**config.mk**
```make
export PLATFORM = sky130hd
export DESIGN_NAME = bcd_down_timer
export DESIGN_NICKNAME = d
export VERILOG_FILES = /design/src/rtl/bcd_timer_pkg.sv /design/src/rtl/bcd_down_digit.sv /design/src/rtl/bcd_down_timer.sv
export SDC_FILE = /design/constraint.sdc
export NUM_CORES = 1
export LEC_CHECK = 0
export CORE_UTILIZATION = 40
export DETAILED_ROUTE_END_ITERATION = 10
export HOLD_SLACK_MARGIN = 0.1
export PLACE_DENSITY = 0.75
export SLEW_MARGIN = 20
export SYNTH_ARGS = -nofsm -noshare
export SYNTH_HDL_FRONTEND = slang
export SYNTH_SLANG_ARGS = --single-unit
```
**constraint.sdc**
```tcl
create_clock -name clk -period 1.75 [get_ports clk]
set_clock_uncertainty 0.2 [all_clocks]
set_input_delay 0.2625 -clock clk [delete_from_list [all_inputs] [get_ports clk]]
set_output_delay 0.2625 -clock clk [all_outputs]
set_load 0.05 [all_outputs]
```
**src/rtl/bcd_timer_pkg.sv**
```systemverilog
`default_nettype none
// ============================================================================
//  Module      : bcd_timer_pkg
//  Description : Shared definitions for the BCD countdown timer: FSM state
//                encodings, the largest legal BCD digit and a digit clamp.
//  Revision    : 1.0  initial release
// ============================================================================
package bcd_timer_pkg;

  typedef enum logic [1:0] {
    ST_IDLE  = 2'd0,
    ST_RUN   = 2'd1,
    ST_PAUSE = 2'd2,
    ST_DONE  = 2'd3
  } state_e;

  localparam logic [3:0] BCD_MAX = 4'd9;

  // Non-decimal nibbles (A..F) saturate to 9 so a bad preset stays valid BCD.
  function automatic logic [3:0] bcd_clamp(input logic [3:0] d);
    return (d > BCD_MAX) ? BCD_MAX : d;
  endfunction

endpackage
`default_nettype wire

```
**src/rtl/bcd_down_digit.sv**
```systemverilog
`default_nettype none
// ============================================================================
//  Module      : bcd_down_digit
//  Description : One BCD countdown digit. Loads a preset, or steps down by one
//                when borrow-in is set, wrapping 0 -> 9 and borrowing onward.
//  Revision    : 1.0  initial release
// ============================================================================
module bcd_down_digit
  import bcd_timer_pkg::*;
(
  input  logic       clk,
  input  logic       rst,
  input  logic       ld,
  input  logic [3:0] ld_val,
  input  logic       bin,
  output logic [3:0] q,
  output logic       bout
);

  logic [3:0] q_q;
  logic [3:0] q_d;

  // Next digit value: a load overrides any decrement in the same cycle.
  always_comb begin
    q_d = q_q;
    if (ld) begin
      q_d = ld_val;
    end else if (bin) begin
      q_d = (q_q == 4'd0) ? BCD_MAX : (q_q - 4'd1);
    end
  end

  // Digit register, cleared asynchronously while rst is low.
  always_ff @(posedge clk or negedge rst) begin
    if (!rst) begin
      q_q <= 4'd0;
    end else begin
      q_q <= q_d;
    end
  end

  assign q    = q_q;
  assign bout = bin & (q_q == 4'd0);

endmodule
`default_nettype wire

```
**src/rtl/bcd_down_timer.sv**
```systemverilog
`default_nettype none
// ============================================================================
//  Module      : bcd_down_timer
//  Description : Multi-digit BCD countdown timer with IDLE/RUN/PAUSE/DONE
//                control, terminal-zero flag and one-cycle done pulse.
//                Optional feature macro: BCD_TIMER_AUTORELOAD_EN -- reload the
//                last preset on the terminal decrement and keep running.
//  Revision    : 1.0  initial release
// ============================================================================
module bcd_down_timer
  import bcd_timer_pkg::*;
#(
  parameter int DIGITS = 4
) (
  input  logic                clk,
  input  logic                rst,
  input  logic                load,
  input  logic [4*DIGITS-1:0] load_val,
  input  logic                start,
  input  logic                pause,
  input  logic                dec,
  output logic [4*DIGITS-1:0] count,
  output logic                zero,
  output logic                running,
  output logic                done
);

  localparam int W = 4 * DIGITS;

  state_e         state_q, state_d;
  logic           done_q, done_d;
  logic [W-1:0]   count_w;
  logic [W-1:0]   clamped_w;
  logic [W-1:0]   digit_ld_val_w;
  logic           digit_ld_w;
  logic [DIGITS:0] borrow_w;
  logic           pause_act_w, start_act_w, dec_en_w, terminal_w, reload_fire_w;
  logic           w_unused_borrow;

  // Saturate every preset nibble to a legal BCD digit.
  always_comb begin
    clamped_w = '0;
    for (int k = 0; k < DIGITS; k++) begin
      clamped_w[4*k +: 4] = bcd_clamp(load_val[4*k +: 4]);
    end
  end

  assign zero = (count_w == '0);

  // A lower-priority command is considered only when no higher one acts.
  assign pause_act_w = ~load & pause & (state_q == ST_RUN);
  assign start_act_w = ~load & start & ~zero &
                       ((state_q == ST_IDLE) || (state_q == ST_PAUSE));
  assign dec_en_w    = ~load & ~pause_act_w & ~start_act_w & dec &
                       (state_q == ST_RUN) & ~zero;
  assign terminal_w  = dec_en_w & (count_w == W'(1));

`ifdef BCD_TIMER_AUTORELOAD_EN
  logic [W-1:0] rl_q;

  // Reload register remembers the most recent (clamped) preset.
  always_ff @(posedge clk or negedge rst) begin
    if (!rst) begin
      rl_q <= '0;
    end else if (load) begin
      rl_q <= clamped_w;
    end
  end

  assign reload_fire_w  = terminal_w & (rl_q != '0);
  assign digit_ld_w     = load | reload_fire_w;
  assign digit_ld_val_w = load ? clamped_w : rl_q;
`else
  assign reload_fire_w  = 1'b0;
  assign digit_ld_w     = load;
  assign digit_ld_val_w = clamped_w;
`endif

  // Next state and done pulse; done is registered so it lands after the edge.
  always_comb begin
    state_d = state_q;
    done_d  = terminal_w;
    if (load) begin
      state_d = ST_IDLE;
    end else if (pause_act_w) begin
      state_d = ST_PAUSE;
    end else if (start_act_w) begin
      state_d = ST_RUN;
    end else if (terminal_w && !reload_fire_w) begin
      state_d = ST_DONE;
    end
  end

  // State and done-pulse registers.
  always_ff @(posedge clk or negedge rst) begin
    if (!rst) begin
      state_q <= ST_IDLE;
      done_q  <= 1'b0;
    end else begin
      state_q <= state_d;
      done_q  <= done_d;
    end
  end

  // Borrow ripple: only digit 0 sees the gated strobe, the rest chain on it.
  assign borrow_w[0] = dec_en_w;

  generate
    for (genvar k = 0; k < DIGITS; k++) begin : g_digit
      bcd_down_digit u_digit (
        .clk    (clk),
        .rst    (rst),
        .ld     (digit_ld_w),
        .ld_val (digit_ld_val_w[4*k +: 4]),
        .bin    (borrow_w[k]),
        .q      (count_w[4*k +: 4]),
        .bout   (borrow_w[k+1])
      );
    end
  endgenerate

  // The top digit's borrow-out has no consumer: decrement is blocked at zero.
  assign w_unused_borrow = borrow_w[DIGITS];

  assign count   = count_w;
  assign running = (state_q == ST_RUN);
  assign done    = done_q;

endmodule
`default_nettype wire

```
==> results.py, run 1 <==
metrics = {
    "status": {
        "status": "finished with violations",
        "failed_checks": "setup timing",
    },
    "layout": {
        "layout_commonest_cell": "buf_4",
        "final_cell_mix": "buf_4 (41), clkdlybuf4s50_1 (21), buf_12 (18)",
        "nets": 240,
        "layout-drive-gt1-share": 0.5161,
        "antennaDiodeCount": 0,
        "area_growth_pct": 104.2,
    },
    "timing": {
        "period_needed_ns": 2.182,
        "setup_viol": 19,
        "fmax_mhz": 458.3,
        "tightestPinTransition_ns": 0.4010,
        "rsz0062_at_grt": "yes",
        "drv_slew": 0,
        "finalCritPeriodShare": 1.247,
        "fin_ws_ns": -0.4318,
        "final_hold_viol_count": 0,
        "relSlewSlack": 0.7307,
    },
    "yosys": {
        "synth_edf_count": 0,
        "syn_area_um2": 1182,
        "syn_inst": 128,
        "async_flop_share": 1.000,
        "synth-main-ff-cell": "dfrtp_1",
        "yosysUniqueCellTypes": 46,
        "yosys_warnings": 0,
        "synth.avg_cell_area_um2": 9.237,
        "synth_seq_cells": 19,
        "ys_seq_area_frac": 0.4021,
        "synth_nets": 150,
    },
    "run": {
        "drv_cap": 0,
    },
    "worst_setup_path": {
        "rr_endpoint": "g_digit[3].u_digit.q[1]",
        "critPathCaptureType": "register",
        "reg2reg_depth": 6,
        "start_kind": "register",
        "critPathTopFamily": "simple AND/OR/NAND/NOR gates",
        "crit_path_top_delay_cell": "or4_4",
        "cp_max_fo": 6,
        "rr_startpoint": "g_digit[2].u_digit.q[2]",
        "crit_chain": "buf_4 -> buf_6 -> or4_4 -> nor2_4 -> or4b_4 -> nand3_2",
        "crit_type": "register to register",
        "regToRegSetupSlack_ns": -0.43,
        "required_ns": 1.82,
        "cp_num_buf_inv": 2,
        "cpPeakStageDelay_ns": 0.57,
        "cp.arrival_ns": 2.25,
    },
    "grt": {
        "grt_max_degree": 20,
        "overflow": 0,
        "grt_first_pass_wirelength_um": 6927,
        "track_usage": 0.2803,
        "antenna_found_initial": 0,
        "grt_pass1_vias": 1463,
    },
    "drt": {
        "vias": 1600,
        "wl_per_cell_um": 22.03,
        "routed_wl_um": 5463,
        "route.detailed.drc": 0,
        "ant_nets": 0,
        "dr.pass1.iters": 5,
        "vias_per_cell": 6.452,
        "drtIter0Drc": 130,
    },
    "worst_hold_path": {
        "hold_depth": 3,
        "hp-start": "load_val[8]",
        "min_to": "g_digit[2].u_digit.q[0]",
        "hold_path_class": "input port to register",
    },
    "power_and_ir_drop": {
        "p_int_mw": 0.9112,
        "clockPowerShare": 0.171,
        "p_total_mw": 1.492,
        "switching_share": 0.3893,
        "pwr-share-seq": 0.348,
        "ir_drop_mv": 0.6164,
        "pwr-share-comb": 0.481,
        "p_switching_mw": 0.5809,
        "p_leak_nw": 0.9624,
        "powerDensity_nw_per_um2": 617.9,
    },
    "clock_tree": {
        "cts_sinks": 19,
        "htreeDepth": 1,
        "clockBufferDepth": 2,
        "numCtsBuffers": 3,
        "clock_latency_ns": 0.33,
        "cts_tree": "yes",
        "cts_root_buf": "clkbuf_4",
        "clkTransAtPathRegs_ns": 0.13,
    },
    "floorplan": {
        "rows": 19,
        "fp.dieW_um": 56.37,
        "die_h_um": 56.37,
        "io_pins": 41,
        "die_area_um2": 3178,
        "start_util": 0.4251,
        "coreArea_um2": 2781,
    },
    "place": {
        "place_hpwl_um": 2813,
        "gp_congestion": 0.8219,
        "portBuffers": 40,
        "dp_slack_ns": -0.4231,
    },
}
cells by family (layout without fill, tap and decap cells):
kind of cell              count (synthesis)  after routing  share of synthesized area
AOI/OAI and AO/OA                        42             42                     0.2265
xor gates and xnor gates                  2              2                    0.01482
buffers and inverters                    11            100                    0.03597
DFF                                      19             19                     0.4021
muxes                                     1              1                   0.008466
and+or+nand+nor                          53             53                     0.3122
worst register-to-register path, cell delays in order, from the launching register on:
cell     delay [ns]
dfrtp_1        0.41
buf_4          0.14
buf_6          0.11
or4_4          0.57
nor2_4         0.16
or4b_4         0.47
nand3_2        0.09
timing repair:
action                                 CTS  global route
pin swaps                               18            15
buffers inserted                        60             4
resized for setup                       21            21
hold buffers                             1             0
endpoints found under the hold margin    6             0
setup endpoints to repair               17            21
gates cloned                             0             0
state kept, by name, summed over array words and instances, names as in the netlist:
signal / cells
g_digit.u_digit.q: 16
state_q: 2
done: 1
synthesized netlist by cell type (all sizes together), types with 2 or more instances:
master / count / area share
dfrtp: 19 / 0.40
o21ai: 14 / 0.059
nor2: 11 / 0.035
a21oi: 6 / 0.025
inv: 6 / 0.019
nand2: 6 / 0.019
a31oi: 5 / 0.026
nand3: 5 / 0.025
nor4: 5 / 0.057
nand3b: 4 / 0.025
clkbuf: 3 / 0.0095
nor3: 3 / 0.013
o211ai: 3 / 0.019
or4: 3 / 0.019
buf: 2 / 0.0074
nand4: 2 / 0.016
nand4b: 2 / 0.015
nor2b: 2 / 0.011
o21a: 2 / 0.013
o31ai: 2 / 0.013
or3: 2 / 0.011
or4b: 2 / 0.017
xnor2: 2 / 0.015
layer usage:
metal | GRT usage | share of wire | up-vias
li1 | - | - | 677
met1 | 0.3358 | 0.36 | 757
met2 | 0.4847 | 0.49 | 134
met3 | 0.06682 | 0.095 | 32
met4 | 0.1080 | 0.055 | 0
met5 | 0 | 0 | -
metrics by stage:
stage / util / instance area [um^2] / hold WS, ns / cells / TNS, ns
2_1_floorplan: - / 1217 / -0.2331 / 128 / -2.442
6_report: 0.8682 / 2415 / 0.3130 / 248 / -3.947
3_5_place_dp: 0.7526 / 2093 / 0.4236 / 232 / -4.981
3_3_place_gp: 0.7526 / 2093 / 0.4206 / 232 / -4.389
5_1_grt: 0.8682 / 2415 / 0.3205 / 248 / -4.954
4_1_cts: 0.8291 / 2306 / 0.3388 / 246 / -2.505
area by class of cell:
class,count,area (um^2)
tap,31,38.79
multi-input combinational,98,848.3
clock buffer,4,26.28
timing repair buffer,90,989.7
sequential,19,489.2
inverter,6,22.52
fill,142,366.6
power by group through the flow:
stage                     Combinational [mW]  Sequential (mW)  Clock (mW)
after global routing                   0.738            0.522       0.268
after detailed placement               0.604            0.524           0
final                                  0.718            0.520       0.254
after floorplan                        0.114            0.665           0
after global placement                 0.594            0.520           0
after CTS                              0.655            0.517       0.236
worst max-delay path by stage:
stage | slack [ns] | from | cells past startpoint | end
detailed placement | -0.42 | dec | 5 | g_digit[1].u_digit.q[2]
finish | -0.43 | g_digit[2].u_digit.q[2] | 6 | g_digit[3].u_digit.q[1]
global placement | -0.40 | dec | 5 | g_digit[1].u_digit.q[2]
floorplan | -0.33 | g_digit[1].u_digit.q[1] | 4 | g_digit[3].u_digit.q[0]
global route | -0.49 | g_digit[3].u_digit.q[2] | 4 | zero
CTS | -0.35 | g_digit[1].u_digit.q[2] | 5 | zero
(Power assumes the default switching activity.)
==> inputs of run 2 (changes only) <==
--- a/config.mk
+++ b/config.mk
@@ -5,6 +5,7 @@
 export SDC_FILE = /design/constraint.sdc
 export NUM_CORES = 1
 export LEC_CHECK = 0
+export CAP_MARGIN = 15
 export CORE_UTILIZATION = 40
 export DETAILED_ROUTE_END_ITERATION = 10
 export HOLD_SLACK_MARGIN = 0.1
==> results of run 2 <==
The final DEF is identical to that of run 1; final timing and power are the same.
